$ cat config.mk
export PLATFORM = sky130hd
export DESIGN_NAME = mux2_arbiter
export DESIGN_NICKNAME = d
export VERILOG_FILES = /design/src/rtl/mux2_arbiter.sv
export SDC_FILE = /design/constraint.sdc
export NUM_CORES = 1
export LEC_CHECK = 0
export ABC_AREA = 0
export CAP_MARGIN = 20
export CORE_UTILIZATION = 40
export CTS_CLUSTER_SIZE = 30
export DETAILED_ROUTE_END_ITERATION = 7
export GPL_TIMING_DRIVEN = 0
export PLACE_DENSITY = 0.77
export SETUP_SLACK_MARGIN = 0.02
export SYNTH_ARGS = -nofsm -noshare
export SYNTH_HDL_FRONTEND = slang
export SYNTH_SLANG_ARGS = --single-unit
$ cat constraint.sdc
create_clock -name CLK -period 2 [get_ports CLK]
set_input_delay 0.3 -clock CLK [delete_from_list [all_inputs] [get_ports CLK]]
set_output_delay 0.3 -clock CLK [all_outputs]
set_load 0.005 [all_outputs]
$ cat src/rtl/mux2_arbiter.sv
// Two-requester arbiter driving a shared registered 2:1 data mux, tie-break by last owner.
// Optional ARB_TIMEOUT_EN: bound each ownership to MAX_HOLD cycles when the other side waits.
module mux2_arbiter #(
   parameter int unsigned WIDTH    = 8,
   parameter int unsigned MAX_HOLD = 4
) (
   input  logic             CLK,
   input  logic             RST,
   input  logic             REQ_A,
   input  logic             REQ_B,
   input  logic [WIDTH-1:0] DA,
   input  logic [WIDTH-1:0] DB,
   output logic             GNT_A,
   output logic             GNT_B,
   output logic             SEL,
   output logic [WIDTH-1:0] OUT,
   output logic             VALID
);

   typedef enum logic [1:0] {
      IDLE  = 2'd0,
      OWN_A = 2'd1,
      OWN_B = 2'd2
   } state_e;

   localparam logic LAST_A = 1'b0;
   localparam logic LAST_B = 1'b1;

   if (MAX_HOLD < 1 || MAX_HOLD > 15) begin : g_max_hold_range
      $error("mux2_arbiter: MAX_HOLD must be in 1..15");
   end

   state_e           state_q, state_d;
   logic             last_q, last_d;
   logic             gnt_a_q, gnt_b_q;
   logic             sel_q;
   logic [WIDTH-1:0] out_q;
   logic             valid_q;
   logic             timeout_s;
   logic [WIDTH-1:0] mux_s;

`ifdef ARB_TIMEOUT_EN
   localparam logic [3:0] HOLD_MAX = 4'(MAX_HOLD);
   logic [3:0] hold_q, hold_d;
`endif

   assign mux_s = sel_q ? DB : DA;

   // Next-state arbitration, tie-break and ownership bookkeeping
   always_comb begin
      state_d = state_q;
      last_d  = last_q;
`ifdef ARB_TIMEOUT_EN
      hold_d    = hold_q;
      timeout_s = (hold_q == HOLD_MAX);
`else
      timeout_s = 1'b0;
`endif
      case (state_q)
         IDLE: begin
            if (REQ_A && REQ_B) begin
               state_d = (last_q == LAST_B) ? OWN_A : OWN_B;
            end else if (REQ_A) begin
               state_d = OWN_A;
            end else if (REQ_B) begin
               state_d = OWN_B;
            end else begin
               state_d = IDLE;
            end
         end
         OWN_A: begin
            if (REQ_A && !(timeout_s && REQ_B)) begin
               state_d = OWN_A;
            end else if (REQ_B) begin
               state_d = OWN_B;
            end else begin
               state_d = IDLE;
            end
         end
         OWN_B: begin
            if (REQ_B && !(timeout_s && REQ_A)) begin
               state_d = OWN_B;
            end else if (REQ_A) begin
               state_d = OWN_A;
            end else begin
               state_d = IDLE;
            end
         end
         default: begin
            state_d = IDLE;
         end
      endcase

      // LAST only moves on entry into an ownership state
      if (state_d == OWN_A && state_q != OWN_A) begin
         last_d = LAST_A;
      end else if (state_d == OWN_B && state_q != OWN_B) begin
         last_d = LAST_B;
      end else begin
         last_d = last_q;
      end

`ifdef ARB_TIMEOUT_EN
      if (state_d != state_q && state_d != IDLE) begin
         hold_d = 4'd1;
      end else if (state_d == IDLE) begin
         hold_d = 4'd0;
      end else if (hold_q < HOLD_MAX) begin
         hold_d = hold_q + 4'd1;
      end else begin
         hold_d = hold_q;
      end
`endif
   end

   // Arbiter state, registered grants/select and captured data path
   always_ff @(posedge CLK or posedge RST) begin
      if (RST) begin
         state_q <= IDLE;
         last_q  <= LAST_B;
         gnt_a_q <= 1'b0;
         gnt_b_q <= 1'b0;
         sel_q   <= 1'b0;
         out_q   <= {WIDTH{1'b0}};
         valid_q <= 1'b0;
`ifdef ARB_TIMEOUT_EN
         hold_q  <= 4'd0;
`endif
      end else begin
         state_q <= state_d;
         last_q  <= last_d;
         gnt_a_q <= (state_d == OWN_A);
         gnt_b_q <= (state_d == OWN_B);
`ifdef ARB_TIMEOUT_EN
         hold_q  <= hold_d;
`endif
         case (state_d)
            OWN_A:   sel_q <= 1'b0;
            OWN_B:   sel_q <= 1'b1;
            default: sel_q <= sel_q;
         endcase
         if (gnt_a_q || gnt_b_q) begin
            out_q   <= mux_s;
            valid_q <= 1'b1;
         end else begin
            out_q   <= out_q;
            valid_q <= 1'b0;
         end
      end
   end

   assign GNT_A = gnt_a_q;
   assign GNT_B = gnt_b_q;
   assign SEL   = sel_q;
   assign OUT   = out_q;
   assign VALID = valid_q;

endmodule

==> run_results.csv, run 1 <==
group,metric,value,unit
final_layout,design_area,0.00107,mm^2
global_routing,gr-usage-all-layers,17.3,%
synth,ys_ff_latch,15,
timing,period_share,78.4,%
critical_path,worstReg2RegStart,"last_q$_DFFE_PP1P_",
global_routing,grt_max_degree,16,
final_layout,stdcell_count,112,
timing,hold_viol_final,0,
placement,placedInstanceArea,0.00104,mm^2
timing,fin_skew,0.00248,ns
critical_path,r2r-end,"SEL$_DFFE_PP0P_",
flow_run,drv_cap,0,
routing,viasPerCell,5.11,
timing,max_freq,638,MHz
timing,setup_viol,0,
timing,rsz0062_at_grt,"no",
routing,antenna_left,0,
floorplanning,core.rowCount,14,
floorplanning,start_util,45.0,%
final_layout,drive_gt1_share,17.7,%
final_layout,syn2layout_area_growth,50.3,%
placement,gp_congestion,0.736,
timing,tightest_slew,0.551,ns
timing,final.setup.tns,0,ns
synth,syn-cell-area,709,um^2
critical_path,end_kind,"flip-flop",
critical_path,worstSetupStartpointType,"flip-flop",
synth,synth_cells,61,
critical_path,critPathArrivalTime,1.74,ns
placement,place_inst,108,
placement,place_ws,0.218,ns
final_layout,layout_commonest_cell,"clkdlybuf4s50_1",
critical_path,crit_chain,"a21oi_1, o21a_1, ha_1, mux2_2",
timing,period_minus_slack,1.57,ns
routing,routed_wl,1430,um
power_and_ir_drop,irDropWorstVdd,752,uV
placement,hpwl,1070,um
final_layout,nets,119,
floorplanning,die_h,44.1,um
routing,drc,0,
clocking,ctsHoldBuffers,0,
floorplanning,ios,32,
power_and_ir_drop,powerDensity,1210,mW/mm^2
routing,vias,572,
clocking,clk_latency,0.28,ns
timing,fin_ws,0.432,ns
hold_path,hold_class,"in -> async",
critical_path,crit_slowest_cell,"dfstp_2",
floorplanning,core,0.00158,mm^2
clocking,clk_path_buf_depth,2,
critical_path,crit_fanout,4,
critical_path,ff2ff_path_depth,4,
synth,synth.distinct_cells,18,
routing,drt-initial-drc-count,7,
critical_path,critical_path_class,"reg -> reg",
clocking,tritoncts,"built",
routing,wire_per_inst,12.7,um
floorplanning,dieWidth,44.1,um
critical_path,cp_slowest_stage_delay,0.56,ns
power_and_ir_drop,leakage,0.445,nW
clocking,cts.repair.resized,0,
critical_path,cp.required,2.17,ns
global_routing,grt-ovfl-total,0,
clocking,htree_levels,1,
critical_path,r2r_setup_slack,0.43,ns
clocking,path_clk_slew,0.08,ns
routing,detail_route.first_pass.iterations,6,
clocking,post_cts_buffers,0,
floorplanning,dieArea,0.00195,mm^2
final_layout,layout_common_cells,"clkdlybuf4s50_1, dfrtp_1, nor2_1",
final_layout,diodes,0,
synth,yosysSeqAreaShare,53.1,%
synth,syn-num-nets,83,
outcome,outcome,"completed",
global_routing,grt_first_pass_wirelength,2370,um
clocking,cts_root_buf,"clkbuf_4",
global_routing,antenna_found_initial,0,
global_routing,grt_pass1_vias,553,
synth,ys_warn_count,0,
placement,port-buffer-count,31,
timing,relSlewSlack,63.2,%
timing,slew_viol_final,0,
clocking,cts_buffers,3,
synth,syn_area_per_cell,11.6,um^2
clocking,numClockSinks,15,
[layout make-up]
class,instances,area (um^2)
plain buffers,3,31.3
fillers,127,510
flip-flops and latches,15,377
inverters,3,11.3
repair buffers,31,310
clock buffers,4,26.3
well taps,16,20.0
multi-input cells,40,290
[critical path: cells and delay by family, from the launching register on]
family,cells,cell delay [ns]
AOI/OAI and AO/OA,2,0.29
DFF,1,0.56
muxes,1,0.32
adders and majority gates,1,0.29
[layer usage]
metal	GRT usage (%)	wire, um
met3	6.12	82
met1	18.8	570
met2	30.3	751
met5	0	0
met4	7.27	23
[flip-flops by register name, summed over array words and instances (netlist names)]
register,flops
GNT_A,1
SEL,1
GNT_B,1
OUT,8
last_q,1
state_q,2
VALID,1
[through the flow]
stage	hold WS (ns)	utilization [%]	power (W)
after floorplan	0.201	-	0.000837
after global placement	0.498	66.0	0.00112
after detailed placement	0.504	66.0	0.00114
after CTS	0.376	67.6	0.00131
after global routing	0.408	67.6	0.00139
final	0.360	67.6	0.00129
[where the power goes]
| group | switching, W | internal (W) |
|---|---|---|
| registers | 0.0000698 | 0.000430 |
| clock network | 0.0000920 | 0.0000775 |
| logic | 0.000249 | 0.000375 |
[worst max-delay path by stage]
stage	startpoint	endpoint	slack, ns	cells past startpoint
2_1_floorplan	last_q$_DFFE_PP1P_	SEL$_DFFE_PP0P_	0.51	4
3_3_place_gp	REQ_A	SEL$_DFFE_PP0P_	0.24	5
3_5_place_dp	REQ_A	SEL$_DFFE_PP0P_	0.22	5
4_1_cts	last_q$_DFFE_PP1P_	SEL$_DFFE_PP0P_	0.44	4
5_1_grt	last_q$_DFFE_PP1P_	SEL$_DFFE_PP0P_	0.32	5
6_report	last_q$_DFFE_PP1P_	SEL$_DFFE_PP0P_	0.43	4
[synthesized netlist by cell type (all sizes together)]
cell type  number  area, um^2
inv             3        11.3
buf             3        31.3
nand2           1        3.75
ha              2        25.0
o21ai           2        10.0
o221a           1        11.3
mux2i           8        80.1
or2             1        6.26
dfrtp          14         350
mux2            1        11.3
nor2           12        47.6
dfstp           1        26.3
o21a            2        15.0
a21oi          10        80.1
[cell families after synthesis]
family | Yosys count | synth area share [%]
AO/OA/AOI/OAI | 15 | 16.4
adder cells (fa/ha/maj) | 2 | 3.53
buffers and inverters | 6 | 5.99
flip-flops | 15 | 53.1
multiplexers | 9 | 12.9
AND/OR/NAND/NOR | 14 | 8.11
Power figures use the tool's default switching activity.
==> run 2, diff against run 1 <==
CORE_UTILIZATION = 36   (was 40)
PLACE_DENSITY = 0.74   (was 0.77)
clock period = 1.3 ns   (was 2 ns; I/O delays follow)
==> run 2 against run 1 <==
  * The flow now finishes with violations (setup timing)
  * First-iteration DRC count fell by 14%
  * Clock power rose by 56%
  * Via count fell by 1.0%
  * Total power rose by 49%
  * Highest routed layer is now met3
  * Die area rose by 11%
==> run_results.csv, run 2 (synthesis gave the netlist of run 1 again) <==
group,metric,value,unit
outcome,outcome,"finished, violations left",
outcome,violations,"setup timing",
critical_path,worstReg2RegStart,"last_q$_DFFE_PP1P_",
final_layout,layout_commonest_cell,"clkdlybuf4s50_1",
routing,wire_per_inst,11.5,um
critical_path,critPathArrivalTime,1.71,ns
final_layout,diodes,0,
floorplanning,core.rowCount,15,
timing,final.setup.tns,-0.351,ns
final_layout,syn2layout_area_growth,52.7,%
power_and_ir_drop,leakage,0.469,nW
routing,drc,0,
global_routing,grt_max_degree,16,
timing,max_freq,649,MHz
floorplanning,ios,32,
routing,routed_wl,1410,um
timing,hold_viol_final,0,
placement,placedInstanceArea,0.00106,mm^2
timing,rsz0062_at_grt,"yes",
final_layout,n_fill_cell,155,
floorplanning,dieArea,0.00215,mm^2
final_layout,layout_common_cells,"clkdlybuf4s50_1, dfrtp_1, dlygate4sd2_1",
timing,fin_skew,0.00177,ns
timing,period_minus_slack,1.54,ns
critical_path,cp.required,1.47,ns
critical_path,cp-startpoint,"last_q$_DFFE_PP1P_",
final_layout,drive_gt1_share,21.6,%
clocking,cts_buffers,3,
timing,slew_viol_final,0,
clocking,tritoncts,"built",
critical_path,worstSetupStartpointType,"flip-flop",
final_layout,seq_area,377,um^2
floorplanning,core,0.00178,mm^2
timing,period_share,119,%
final_layout,fin_util,60.8,%
clocking,cts_root_buf,"clkbuf_4",
floorplanning,start_util,39.8,%
clocking,numClockSinks,15,
timing,relSlewSlack,64.2,%
timing,fin_ws,-0.242,ns
floorplanning,dieWidth,46.4,um
routing,viasPerCell,4.64,
placement,gp_congestion,0.655,
clocking,ctsHoldBuffers,0,
global_routing,antenna_found_initial,0,
global_routing,grt_first_pass_wirelength,2260,um
critical_path,end_kind,"flip-flop",
timing,tightest_slew,0.537,ns
critical_path,crit_fanout,4,
clocking,htree_levels,1,
routing,drt-initial-drc-count,6,
final_layout,design_area,0.00108,mm^2
placement,hpwl,1070,um
clocking,clk_latency,0.28,ns
flow_run,drv_cap,0,
routing,antenna_left,0,
power_and_ir_drop,irDropWorstVdd,862,uV
routing,detail_route.first_pass.iterations,6,
critical_path,crit_slowest_cell,"dfstp_2",
critical_path,cp_slowest_stage_delay,0.57,ns
global_routing,gr-usage-all-layers,14.7,%
global_routing,grt-ovfl-total,0,
placement,port-buffer-count,31,
timing,whs,0.256,ns
critical_path,crit_chain,"a21oi_2, o21a_1, ha_1, mux2_4",
routing,vias,566,
final_layout,multiInputGateArea,304,um^2
clocking,clk_path_buf_depth,2,
clocking,path_clk_slew,0.09,ns
critical_path,critical_path_class,"reg -> reg",
timing,setup_viol,2,
hold_path,hold_class,"in -> async",
final_layout,nets,120,
power_and_ir_drop,power,0.00193,W
global_routing,grt_pass1_vias,542,
final_layout,largest_reg_flops,8,
power_and_ir_drop,powerDensity,1780,mW/mm^2
floorplanning,die_h,46.4,um
==> run 2: changes by cell type in the layout (fill, tap and decap cells not counted), sizes merged <==
| cell | change |
|---|---|
| buf | +1 |
| clkdlybuf4s50 | -12 |
| dlygate4sd2 | +12 |
==> run 2: what timing repair did <==
item,in CTS,in global routing
cloned,0,0
pin swaps,1,0
resized for setup,12,0
buffers inserted,1,0
endpoints found under the setup margin,14,2
==> run 2: final timing paths <==
check                      slack [ns]            endpoint  depth (start not counted)
max                             -0.24     SEL$_DFFE_PP0P_                          4
min                              0.26     GNT_A$_DFF_PP0_                          2
max reg2reg                     -0.24     SEL$_DFFE_PP0P_                          4
min reg2reg                      0.52  OUT[0]$_DFFE_PP0P_                          2
max in group asynchronous        0.68  last_q$_DFFE_PP1P_                          2
min in group CLK                 0.52  OUT[0]$_DFFE_PP0P_                          2
==> run 2: worst max-delay path, delay by kind of cell (launching register included) <==
| kind | cells | cell delay (ns) |
|---|---|---|
| compound gates | 2 | 0.26 |
| fa+ha+maj | 1 | 0.31 |
| flops | 1 | 0.57 |
| mux | 1 | 0.30 |
==> run 2: power by group <==
group          internal, W  switching, W
clock network     0.000119      0.000145
logic             0.000505      0.000401
registers         0.000660      0.000102
total              0.00128      0.000648
==> run 2: through the flow <==
stage | setup slack [ns] | std cells
after floorplan | -0.168 | 61
final | -0.242 | 122
after global placement | -0.377 | 117
after global routing | -0.297 | 122
after detailed placement | -0.398 | 117
after CTS | -0.247 | 122
==> run 2: cell type report <==
type,instances,area share [%]
buffer,3,2.89
clock buffer,4,2.42
inverter,3,1.04
multi-input combinational,40,28.1
sequential,15,34.8
tap,25,2.89
timing repair buffer,32,27.9
==> run 2: metal layers <==
metal | track usage, % | share of wire [%]
met4 | 5.29 | 0
met1 | 18.1 | 43
met3 | 3.53 | 4.3
met5 | 0 | 0
met2 | 24.7 | 52
==> run 3, diff against run 2 <==
CORE_MARGIN = 2   (was default)
==> run 3 against run 2 <==
  * The flow still finishes with violations (setup timing)
  * Register-to-register slack about the same
  * Worst setup slack got worse by 0.0037 ns
  * Combinational power rose by 4.8%
  * Critical path type unchanged
  * Critical endpoint unchanged
==> run_results.csv, run 3 (synthesis gave the netlist of run 1 again) <==
group,metric,value,unit
timing,final.setup.tns,-0.386,ns
final_layout,multiInputGateArea,304,um^2
outcome,outcome,"finished, violations left",
global_routing,grt_pass1_vias,588,
timing,rsz0062_at_grt,"yes",
floorplanning,core.rowCount,16,
clocking,numClockSinks,15,
global_routing,grt_max_degree,16,
placement,placedInstanceArea,0.00107,mm^2
floorplanning,start_util,37.3,%
power_and_ir_drop,powerDensity,1800,mW/mm^2
critical_path,cp.required,1.49,ns
placement,place_ws,-0.409,ns
clocking,clk_latency,0.29,ns
floorplanning,dieWidth,48.4,um
clocking,tritoncts,"built",
critical_path,end_kind,"flip-flop",
power_and_ir_drop,irDropWorstVdd,752,uV
final_layout,n_fill_cell,175,
power_and_ir_drop,p_comb_share,47.9,%
final_layout,largest_reg_flops,8,
final_layout,seq_area,377,um^2
timing,period_share,119,%
power_and_ir_drop,leakage,0.481,nW
global_routing,antenna_found_initial,0,
floorplanning,core,0.00190,mm^2
final_layout,diodes,0,
final_layout,layout_commonest_cell,"clkdlybuf4s50_1",
clocking,ctsHoldBuffers,0,
critical_path,worstReg2RegStart,"last_q$_DFFE_PP1P_",
timing,fin_ws,-0.246,ns
clocking,cts_root_buf,"clkbuf_4",
final_layout,nets,122,
routing,vias,578,
final_layout,layout_common_cells,"clkdlybuf4s50_1, dfrtp_1, dlygate4sd2_1",
routing,viasPerCell,4.59,
timing,fin_skew,0.00103,ns
floorplanning,ios,32,
timing,slew_viol_final,0,
timing,period_minus_slack,1.55,ns
timing,hold_viol_final,0,
routing,drt-initial-drc-count,4,
critical_path,crit_fanout,3,
global_routing,grt-ovfl-total,0,
final_layout,syn2layout_area_growth,55.4,%
critical_path,cp-startpoint,"last_q$_DFFE_PP1P_",
power_and_ir_drop,intPower,0.00130,W
placement,hpwl,1130,um
placement,place_inst,119,
routing,drc,0,
final_layout,design_area,0.00110,mm^2
critical_path,critPathArrivalTime,1.73,ns
clocking,clk_path_buf_depth,2,
hold_path,hold_class,"in -> async",
critical_path,worstSetupStartpointType,"flip-flop",
placement,gp_congestion,0.672,
timing,tightest_slew,0.540,ns
timing,relSlewSlack,64.0,%
critical_path,r2r_setup_slack,-0.25,ns
final_layout,drive_gt1_share,24.2,%
floorplanning,die_h,48.4,um
placement,port-buffer-count,31,
global_routing,grt_first_pass_wirelength,2570,um
global_routing,gr-usage-all-layers,14.6,%
clocking,htree_levels,1,
routing,detail_route.first_pass.iterations,2,
routing,routed_wl,1510,um
floorplanning,dieArea,0.00234,mm^2
flow_run,drv_cap,0,
power_and_ir_drop,power_switching,0.000675,W
power_and_ir_drop,clockPowerShare,13.8,%
routing,wire_per_inst,12.0,um
clocking,path_clk_slew,0.09,ns
power_and_ir_drop,swShare,34.1,%
clocking,cts_buffers,3,
critical_path,crit_path_end,"SEL$_DFFE_PP0P_",
outcome,violations,"setup timing",
timing,setup_viol,2,
critical_path,critical_path_class,"reg -> reg",
critical_path,ff2ff_path_depth,5,
critical_path,r2r-end,"SEL$_DFFE_PP0P_",
final_layout,stdcell_count,126,
timing,max_freq,647,MHz
power_and_ir_drop,seqPwrFrac,38.3,%
routing,antenna_left,0,
==> run 3: changes by cell type in the layout (fill, tap and decap cells not counted), sizes merged <==
cell / change
buf: +2
clkbuf: -1
clkinv: +1
==> run 3: layout make-up <==
cell class	instances	area share, %
clock inverters	1	0.454
repair buffers	34	28.8
flip-flops and latches	15	34.2
plain buffers	3	2.84
inverters	3	1.02
clock buffers	3	2.04
well taps	27	3.06
multi-input cells	40	27.6
==> run 3: how the worst min path moves through the flow <==
stage / slack (ns) / endpoint / cells after the start / start
after floorplan: 0.1 / GNT_A$_DFF_PP0_ / 1 / RST
after global placement: 0.50 / OUT[7]$_DFFE_PP0P_ / 2 / OUT[7]$_DFFE_PP0P_
after detailed placement: 0.50 / OUT[3]$_DFFE_PP0P_ / 2 / OUT[3]$_DFFE_PP0P_
after CTS: 0.27 / OUT[1]$_DFFE_PP0P_ / 2 / RST
after global routing: 0.32 / OUT[1]$_DFFE_PP0P_ / 2 / RST
final: 0.24 / VALID$_DFF_PP0_ / 2 / RST
==> run 3: power groups by stage <==
stage          clock network, W  registers [W]  logic (W)
5_1_grt                0.000308       0.000780    0.00103
2_1_floorplan                 0       0.000789   0.000531
3_5_place_dp                  0       0.000780    0.00101
4_1_cts                0.000279       0.000757   0.000963
3_3_place_gp                  0       0.000774   0.000982
6_report               0.000274       0.000757   0.000948
==> run 3: worst max-delay path, stage by stage (launching register included) <==
cell and delay [ns]:
dfstp_2 0.57, nor2_1 0.06, nor2_1 0.13, o21ai_1 0.08, ha_1 0.31, mux2_4 0.29
==> run 3: layer usage <==
metal / global-route usage [%] / up-vias / part of all wire, %
met5: 0 / - / 0
met1: 16.2 / 271 / 39
met3: 1.85 / 5 / 5.2
met4: 8.57 / 0 / 2.7
li1: - / 283 / -
met2: 26.6 / 19 / 53
==> run 3: through the flow <==
stage	hold slack, ns	utilization (%)	total power (W)
after global placement	0.499	56.1	0.00176
final	0.239	58.0	0.00198
after detailed placement	0.503	56.1	0.00179
after global routing	0.320	58.0	0.00212
after floorplan	0.0958	-	0.00132
after CTS	0.271	58.0	0.00200
==> run 3: repair_timing <==
item / 4_1_cts / 5_1_grt
gates resized for setup: 12 / 0
pin swaps: 3 / 0
setup endpoints to repair: 14 / 2
setup buffers: 3 / 0
gates cloned: 0 / 0
